$ cat config.mk
export PLATFORM = sky130hd
export DESIGN_NAME = fdct4_stage_flat
export DESIGN_NICKNAME = d
export VERILOG_FILES = /design/src/rtl/fdct_pkg.sv /design/src/rtl/fdct4_stage_if.sv /design/src/rtl/fdct4_core.sv /design/src/rtl/fdct4_stage.sv /design/src/flat_wrapper.sv
export SDC_FILE = /design/constraint.sdc
export NUM_CORES = 1
export LEC_CHECK = 0
export ABC_AREA = 1
export CORE_ASPECT_RATIO = 0.7
export CORE_MARGIN = 2
export CORE_UTILIZATION = 55
export CTS_CLUSTER_DIAMETER = 80
export CTS_CLUSTER_SIZE = 20
export DETAILED_ROUTE_END_ITERATION = 12
export HOLD_SLACK_MARGIN = 0.06
export PLACE_DENSITY = 0.85
export SLEW_MARGIN = 40
export SYNTH_ARGS = -nofsm -noshare
export SYNTH_HDL_FRONTEND = slang
export SYNTH_SLANG_ARGS = --single-unit
$ cat constraint.sdc
create_clock -name clk -period 8.9 [get_ports clk]
set_input_delay 1.78 -clock clk [delete_from_list [all_inputs] [get_ports clk]]
set_output_delay 1.78 -clock clk [all_outputs]
set_load 0.01 [all_outputs]
$ cat src/rtl/fdct_pkg.sv
// Shared constants for the 4-point forward DCT stage: HEVC coefficients and default widths.
package fdct_pkg;
    localparam int IN_W_DEF  = 16;
    localparam int ACC_W_DEF = 25;
    localparam int IDX_W     = 2;
    localparam int C64       = 64;
    localparam int C83       = 83;
    localparam int C36       = 36;
endpackage

$ cat src/rtl/fdct4_stage_if.sv
// Sample-in / coefficient-out bundle of the forward DCT stage.
interface fdct4_stage_if #(
    parameter int IN_W  = 16,
    parameter int ACC_W = 25
) ();
    logic             in_valid;
    logic             in_first;
    logic [IN_W-1:0]  in_data;
    logic             out_valid;
    logic [ACC_W-1:0] out_y0;
    logic [ACC_W-1:0] out_y1;
    logic [ACC_W-1:0] out_y2;
    logic [ACC_W-1:0] out_y3;
    logic             err;

    modport master (
        output in_valid, in_first, in_data,
        input  out_valid, out_y0, out_y1, out_y2, out_y3, err
    );
    modport slave (
        input  in_valid, in_first, in_data,
        output out_valid, out_y0, out_y1, out_y2, out_y3, err
    );
endinterface

$ cat src/rtl/fdct4_core.sv
// Three-stage 4-point forward DCT datapath: butterfly, product sums, round/shift.
module fdct4_core
    import fdct_pkg::*;
#(
    parameter int IN_W  = IN_W_DEF,
    parameter int ACC_W = ACC_W_DEF,
    parameter int SHIFT = 7,
    parameter int ADD   = 64
) (
    input  logic                       clk,
    input  logic                       reset,
    input  logic                       vld_i,
    input  logic [3:0][IN_W-1:0]       x_i,
    output logic                       vld_o,
    output logic [3:0][ACC_W-1:0]      y_o
);
    localparam logic signed [ACC_W-1:0] K64  = ACC_W'(C64);
    localparam logic signed [ACC_W-1:0] K83  = ACC_W'(C83);
    localparam logic signed [ACC_W-1:0] K36  = ACC_W'(C36);
    localparam logic signed [ACC_W-1:0] KADD = ACC_W'(ADD);

    function automatic logic signed [ACC_W-1:0] sx(input logic signed [IN_W-1:0] v);
        return ACC_W'(v);
    endfunction

    logic [2:0]                    vld_pipe_q;
    logic signed [ACC_W-1:0]       e0_q, e1_q, o0_q, o1_q;
    logic [3:0][ACC_W-1:0]         r_q;
    logic [3:0][ACC_W-1:0]         y_q;

    always_ff @(posedge clk or posedge reset) begin
        if (reset) begin
            vld_pipe_q <= '0;
        end else begin
            vld_pipe_q <= {vld_pipe_q[1:0], vld_i};
        end
    end

    // Data registers only load on a valid tag so idle cycles leave them untouched.
    always_ff @(posedge clk or posedge reset) begin
        if (reset) begin
            e0_q <= '0;
            e1_q <= '0;
            o0_q <= '0;
            o1_q <= '0;
        end else if (vld_i) begin
            e0_q <= sx(x_i[0]) + sx(x_i[3]);
            e1_q <= sx(x_i[1]) + sx(x_i[2]);
            o0_q <= sx(x_i[0]) - sx(x_i[3]);
            o1_q <= sx(x_i[1]) - sx(x_i[2]);
        end
    end

    always_ff @(posedge clk or posedge reset) begin
        if (reset) begin
            r_q <= '0;
        end else if (vld_pipe_q[0]) begin
            r_q[0] <= K64 * e0_q + K64 * e1_q;
            r_q[1] <= K83 * o0_q + K36 * o1_q;
            r_q[2] <= K64 * e0_q - K64 * e1_q;
            r_q[3] <= K36 * o0_q - K83 * o1_q;
        end
    end

    for (genvar k = 0; k < 4; k++) begin : g_round
        logic signed [ACC_W-1:0] rnd;
        assign rnd = $signed(r_q[k]) + KADD;
        always_ff @(posedge clk or posedge reset) begin
            if (reset) begin
                y_q[k] <= '0;
            end else if (vld_pipe_q[1]) begin
                y_q[k] <= rnd >>> SHIFT;
            end
        end
    end

    assign vld_o = vld_pipe_q[2];
    assign y_o   = y_q;
endmodule

$ cat src/rtl/fdct4_stage.sv
// Serial-to-block collector with framing checks in front of the 4-point forward DCT core.
module fdct4_stage
    import fdct_pkg::*;
#(
    parameter int IN_W  = IN_W_DEF,
    parameter int ACC_W = ACC_W_DEF,
    parameter int SHIFT = 7,
    parameter int ADD   = 64
) (
    input  logic       clk,
    input  logic       reset,
    fdct4_stage_if.slave bus
);
    logic [IDX_W-1:0]       idx_q, idx_d;
    logic [3:0][IN_W-1:0]   x_q, x_d;
    logic                   s0_valid_q, s0_valid_d;
    logic                   err_q, err_d;
    logic [3:0][ACC_W-1:0]  y;
    logic                   y_vld;

    always_comb begin
        idx_d      = idx_q;
        x_d        = x_q;
        s0_valid_d = 1'b0;
        err_d      = 1'b0;
        if (bus.in_valid) begin
            if (bus.in_first) begin
                // A restart abandons any partial block.
                x_d[0] = bus.in_data;
                idx_d  = IDX_W'(1);
                err_d  = (idx_q != '0);
            end else if (idx_q == '0) begin
                err_d = 1'b1;
            end else begin
                x_d[idx_q] = bus.in_data;
                idx_d      = idx_q + 1'b1;
                s0_valid_d = (idx_q == IDX_W'(3));
            end
        end
    end

    always_ff @(posedge clk or posedge reset) begin
        if (reset) begin
            idx_q      <= '0;
            x_q        <= '0;
            s0_valid_q <= 1'b0;
            err_q      <= 1'b0;
        end else begin
            idx_q      <= idx_d;
            x_q        <= x_d;
            s0_valid_q <= s0_valid_d;
            err_q      <= err_d;
        end
    end

    fdct4_core #(
        .IN_W  (IN_W),
        .ACC_W (ACC_W),
        .SHIFT (SHIFT),
        .ADD   (ADD)
    ) u_core (
        .clk   (clk),
        .reset (reset),
        .vld_i (s0_valid_q),
        .x_i   (x_q),
        .vld_o (y_vld),
        .y_o   (y)
    );

    assign bus.out_valid = y_vld;
    assign bus.out_y0    = y[0];
    assign bus.out_y1    = y[1];
    assign bus.out_y2    = y[2];
    assign bus.out_y3    = y[3];
    assign bus.err       = err_q;
endmodule

$ cat src/flat_wrapper.sv
// flat-port wrapper written by rule: the top's interface ports become plain ports
module fdct4_stage_flat import fdct_pkg::*;
#(
    parameter int IN_W  = IN_W_DEF,
    parameter int ACC_W = ACC_W_DEF,
    parameter int SHIFT = 7,
    parameter int ADD   = 64
)
  (clk, reset, bus_in_valid, bus_in_first, bus_in_data, bus_out_valid, bus_out_y0, bus_out_y1, bus_out_y2, bus_out_y3, bus_err);
  fdct4_stage_if #(.IN_W(IN_W), .ACC_W(ACC_W)) bus_i ();
  input  logic clk;
  input  logic reset;
  input wire logic [$bits(bus_i.in_valid)-1:0] bus_in_valid;
  input wire logic [$bits(bus_i.in_first)-1:0] bus_in_first;
  input wire logic [$bits(bus_i.in_data)-1:0] bus_in_data;
  output wire logic [$bits(bus_i.out_valid)-1:0] bus_out_valid;
  output wire logic [$bits(bus_i.out_y0)-1:0] bus_out_y0;
  output wire logic [$bits(bus_i.out_y1)-1:0] bus_out_y1;
  output wire logic [$bits(bus_i.out_y2)-1:0] bus_out_y2;
  output wire logic [$bits(bus_i.out_y3)-1:0] bus_out_y3;
  output wire logic [$bits(bus_i.err)-1:0] bus_err;
  assign bus_i.in_valid = bus_in_valid;
  assign bus_i.in_first = bus_in_first;
  assign bus_i.in_data = bus_in_data;
  assign bus_out_valid = bus_i.out_valid;
  assign bus_out_y0 = bus_i.out_y0;
  assign bus_out_y1 = bus_i.out_y1;
  assign bus_out_y2 = bus_i.out_y2;
  assign bus_out_y3 = bus_i.out_y3;
  assign bus_err = bus_i.err;
  fdct4_stage #(.IN_W(IN_W), .ACC_W(ACC_W), .SHIFT(SHIFT), .ADD(ADD)) u_core (.clk(clk), .reset(reset), .bus(bus_i));
endmodule
==> Yosys cells after proc, flatten, opt, wreduce, memory -nomap -nowiden <==
Index checks and enable logic that the tools add are counted.
{ "classes": {"n_reduce_logical": 5, "addsub": 13, "n_lt_le_gt_ge": 2, "n_mul": 4, "n_div": 0, "n_mux": 13, "eq_ne": 2, "n_shift": 0, "n_bitwise": 2} }
{ "op_table": {"columns": ["operator", "n"], "rows": [
  ["$add A25 B8 Y25 const B", 4],
  ["$bwmux W64", 1],
  ["$mul A5 B25 Y23 const A", 2],
  ["$mul A8 B25 Y25 const A", 2],
  ["$mux W16", 3],
  ["$add A16 B16 Y17", 2],
  ["$sub A16 B16 Y17", 2],
  ["$demux W16 S2", 1],
  ["$add A25 B25 Y25", 1],
  ["$sub A25 B25 Y25", 1],
  ["$add A23 B23 Y24", 1],
  ["$sub A23 B23 Y24", 1],
  ["$mux W1", 6],
  ["$mux W2", 2],
  ["$lt A2 B3 Y1 const B", 1],
  ["$reduce_and A3 Y1", 1],
  ["$add A2 B1 Y2 const B", 1],
  ["$eq A2 B2 Y1 const B", 1],
  ["$ge A2 B1 Y1 const B", 1],
  ["$logic_not A2 Y1", 1],
  ["$ne A2 B2 Y1 const B", 1],
  ["$not A1 Y1", 2],
  ["$reduce_and A2 Y1", 1],
  ["$reduce_bool A2 Y1", 1],
  ["$logic_and A1 B1 Y1", 1]
]} }
{ "totals": {"in_bits": 20, "ramBits": 0, "rom_bits": 0, "register_bits": 327, "n_memories": 0, "out_inout_bits": 102, "word_cells": 61, "latchBits": 0} }

==> Logic depth before layout (Yosys ltp) <==
{ "depth": {"ltp_word": 7, "depth_mapped": 28, "ltp_nobuf": 28} }

==> Cells and area by module <==
Synthesis repeated with hierarchy kept, for this count alone.
{ "hier_totals": {"cells_unflattened": 3621, "hier_area_um2": 26336.5} }
{ "by_module_without_submodules": {"columns": ["module", "cells_each", "area_per_inst_um2", "n_inst", "seq_area_each_um2"], "rows": [
  ["fdct4_core", 3312, 23572.6, 1, 5355.1],
  ["fdct4_stage", 309, 2763.9, 1, 1701.6]
]} }

==> Worst setup path after synthesis <==
OpenSTA, ideal clock, no wires.
{ "synth_path": {"path_type": "flip-flop to flip-flop", "startpoint": "reg u_core.u_core.o1_q[1]", "endpoint": "reg u_core.u_core.r_q[49] in the netlist's numbering", "arrival_time_ps": 4970, "path_slack_ps": 3812, "required_time_ps": 8782, "path_stages_with_launch": 26, "synth_period_minus_slack_ps": 5088, "setup_ps": 118, "n_path_buf": 0, "cell_sequence": "dfrtp_1 > ha_1 > ha_1 > fa_1 > nand3_1 > nand2_1 > a21oi_1 > o21ai_0 > xnor2_1 > fa_1 > inv_1 > ha_1 > fa_1 > inv_1 > fa_1 > inv_1 > ha_1 > nand2_1 > nor2_1 > nand2_1 > nor2_1 > nand2_1 > nand3_1 > nand3_1 > nand3_1 > nand2_1"} }
{ "synth_via": {"elab_chain_len": 2} }
{ "synth_lines": {"columns": ["item", "line", "source"], "rows": [
  ["start, declared", "fdct4_core.sv:27", "logic signed [ACC_W-1:0] e0_q, e1_q, o0_q, o1_q;"],
  ["start signal, assigned", "fdct4_core.sv:50", "o1_q <= sx(x_i[1]) - sx(x_i[2]);"],
  ["$mul A5 B25 Y23", "fdct4_core.sv:59", "r_q[1] <= K83 * o0_q + K36 * o1_q;"],
  ["$add A25 B25 Y25", "fdct4_core.sv:59", null],
  ["end, declared", "fdct4_core.sv:28", "logic [3:0][ACC_W-1:0] r_q;"]
]} }
No other way between the ends.
A chain may end at the register's enable or synchronous reset.

==> Worst setup path in the final report <==
{ "layout_path": {"startpoint": "reg u_core.u_core.o1_q[1]", "endpoint": "reg u_core.u_core.r_q[46] in the netlist's numbering"} }
Same word-level chain as after synthesis.

==> impl_metrics.toml <==
[run_status]
status = "complete, no violations"

[floorplanning]
io-pin-count = 122
die_h_um = 185
die_area_um2 = 48500
fp.coreArea_um2 = 46300
die_w_um = 262
initial_core_util = 0.555
row_count = 66

[detailed_routing]
num_vias = 23000
post_drt_wl_per_cell_um = 17.2
dr_wl_met2_um = 29200
drt-total-wl_um = 71200
wl_met1_um = 33700
routed.top_layer = "met4"
via_per_inst = 5.55
drt_iter0_drc = 2432
drt_first_pass_iters = 8
drc = 0
drt.antenna.violating_nets = 0
route.met3.wl_um = 6530

[placement]
io_buffers = 121
hpwl_um = 57300
gp_congestion = 1.02

[timing]
hold_viol_final = 0
clock_skew_ps = 55.0
rsz0062_at_grt = "false"
setup_viol = 0
slew_headroom = 0.465
fin_crit_sh = 0.654
worst_pin_slew_ps = 803
fmax_mhz = 172
period_minus_slack_ps = 5820
tns_ps = 0
slew_violations = 0

[yosys]
synthCells = 3486
ys_top_cells_by_area = "dfrtp_1, ha_1, nand2_1, inv_1, fa_1"
synth_top_family_by_area = "simple AND/OR/NAND/NOR gates"
synth_top_cell_area_share = 0.274
yosysTopAreaCell = "dfrtp_1"
ys_ff_latch = 282
synth-async-reset-ratio = 1.00
synth.mux.area_fraction = 0
synth_most_common_cell = "nand2_1"
synth_commonest_cells = "nand2_1, inv_1, ha_1"
synth_nets = 3917
synthSimpleGateAreaFrac = 0.246
syn_area_um2 = 25700
syn_area_per_cell_um2 = 7.38
ys_seq_area_frac = 0.274
synth_top_flop_cell = "dfrtp_1"
synth_adder_area_share = 0.230
synth-xor-area-share = 0.0364
ys_types = 46
ys_warn_count = 0
synth_compound_area_frac = 0.111
synth_edf_count = 0

[clock_network]
cts_max_level = 1
clkLatencyLatePin_ps = 560
cts_root_buf = "clkbuf_16"
cts_tree = "built"
postCtsHoldBufs = 0
cts_made_buffers = 18
cts_sinks = 282
post_cts_buffers = 0
cts_repair_resize_count = 0
cts_buffer_depth = 3
clk_pin_slew_ps = 100

[critical_path]
critPathCaptureType = "flip-flop"
crit_type = "flip-flop to flip-flop"
arrival_ps = 6240
cp_max_fo = 8
start_kind = "flip-flop"
worstPathRequired_ps = 9310

[layout]
diodes = 0
nets = 3962
drive_gt1_frac = 0.0235
areaGrowthSynthToFinish_pct = 8.18
fill_cells = 4183

[global_routing]
grt_max_degree = 136
antenna_found_initial = 0
grt_usage = 0.295
gr-total-overflow = 0
grt_pass1_wl_um = 116000
grt_pass1_vias = 22000

[flow_run]
cap_violations = 0

[min_path]
hold_path_class = "flip-flop to flip-flop"
-- metal layers --
layer	vias to the layer above	track usage
met5	-	0
met4	0	0.0733
met3	102	0.0699
met2	901	0.442
met1	10700	0.430
li1	11300	-
-- path summary, 6_finish.rpt --
| kind | start | to | slack, ps | cells past startpoint |
|---|---|---|---|---|
| setup reg to reg | u_core.u_core.o1_q[1] | u_core.u_core.r_q[46] | 3080 | 23 |
| max in group asynchronous | reset | u_core.x_q[22] | 6080 | 4 |
| hold / removal | u_core.u_core.y_o[50] | u_core.u_core.y_o[50] | 480 | 2 |
| setup / recovery | u_core.u_core.o1_q[1] | u_core.u_core.r_q[46] | 3080 | 23 |
| hold reg to reg | u_core.u_core.y_o[50] | u_core.u_core.y_o[50] | 480 | 2 |
| min in group asynchronous | reset | u_core.u_core.r_q[98] | 1720 | 2 |
-- cells by family after synthesis --
logic type / after synthesis
AND/OR/NAND/NOR: 1489
buffers and inverters: 662
AO/OA/AOI/OAI: 535
adder cells (fa/ha/maj): 411
flip-flops: 282
XOR/XNOR: 107
-- stage by stage --
stage / instances / util / setup WS [ps] / instance area, um^2 / hold slack (ps)
after floorplan: 3486 / - / 3380 / 25700 / 352
after global placement: 4121 / 0.588 / 3360 / 27300 / 457
after detailed placement: 4122 / 0.589 / 3200 / 27300 / 462
after CTS: 4145 / 0.600 / 3150 / 27800 / 482
after global routing: 4146 / 0.601 / 2720 / 27800 / 511
final: 4146 / 0.601 / 3080 / 27800 / 476
-- flip-flops by register name, summed over array words and instances, names as in the netlist, 2 cells and up --
name / flops
u_core.u_core.e0_q: 16
u_core.u_core.o0_q: 17
u_core.idx_q: 2
u_core.u_core.o1_q: 16
u_core.u_core.y_o: 72
u_core.u_core.e1_q: 17
u_core.u_core.vld_pipe_q: 3
u_core.x_q: 64
u_core.u_core.r_q: 73
-- worst max-delay path, stage by stage, from the launching register on --
cell	delay, ps
dfrtp_1	500
ha_1	340
ha_1	260
fa_1	410
nand3_1	100
nand2_1	110
a21oi_1	260
o21ai_0	220
xnor2_1	190
fa_1	500
inv_1	40
ha_1	290
fa_1	480
inv_1	60
fa_1	540
inv_1	50
ha_1	400
nand4_1	180
nor3_1	300
nand3b_1	140
nand3_1	100
nand2_1	50
nand3_1	70
nand2_1	60
-- area by class of cell --
cell class,count,area (um^2),area share
multi-input cells,2542,16000,0.577
flip-flops and latches,282,7060,0.254
inverters,555,2090,0.0750
repair buffers,132,1360,0.0490
well taps,612,766,0.0275
clock buffers,21,462,0.0166
clock inverters,2,36.3,0.00130
-- cells in the final DEF, fill, tap and decap left out, types with 103 or more instances in the layout --
cell	instances
ha_1	308
fa_1	103
inv_1	550
a21oi_1	180
o21ai_0	256
nand2_1	894
dfrtp_1	280
nand3_1	228
clkdlybuf4s50_1	121
nor2_1	205
Power is not shown: default switching activity piles up to over one toggle a cycle in this logic, so the estimate is an artifact.
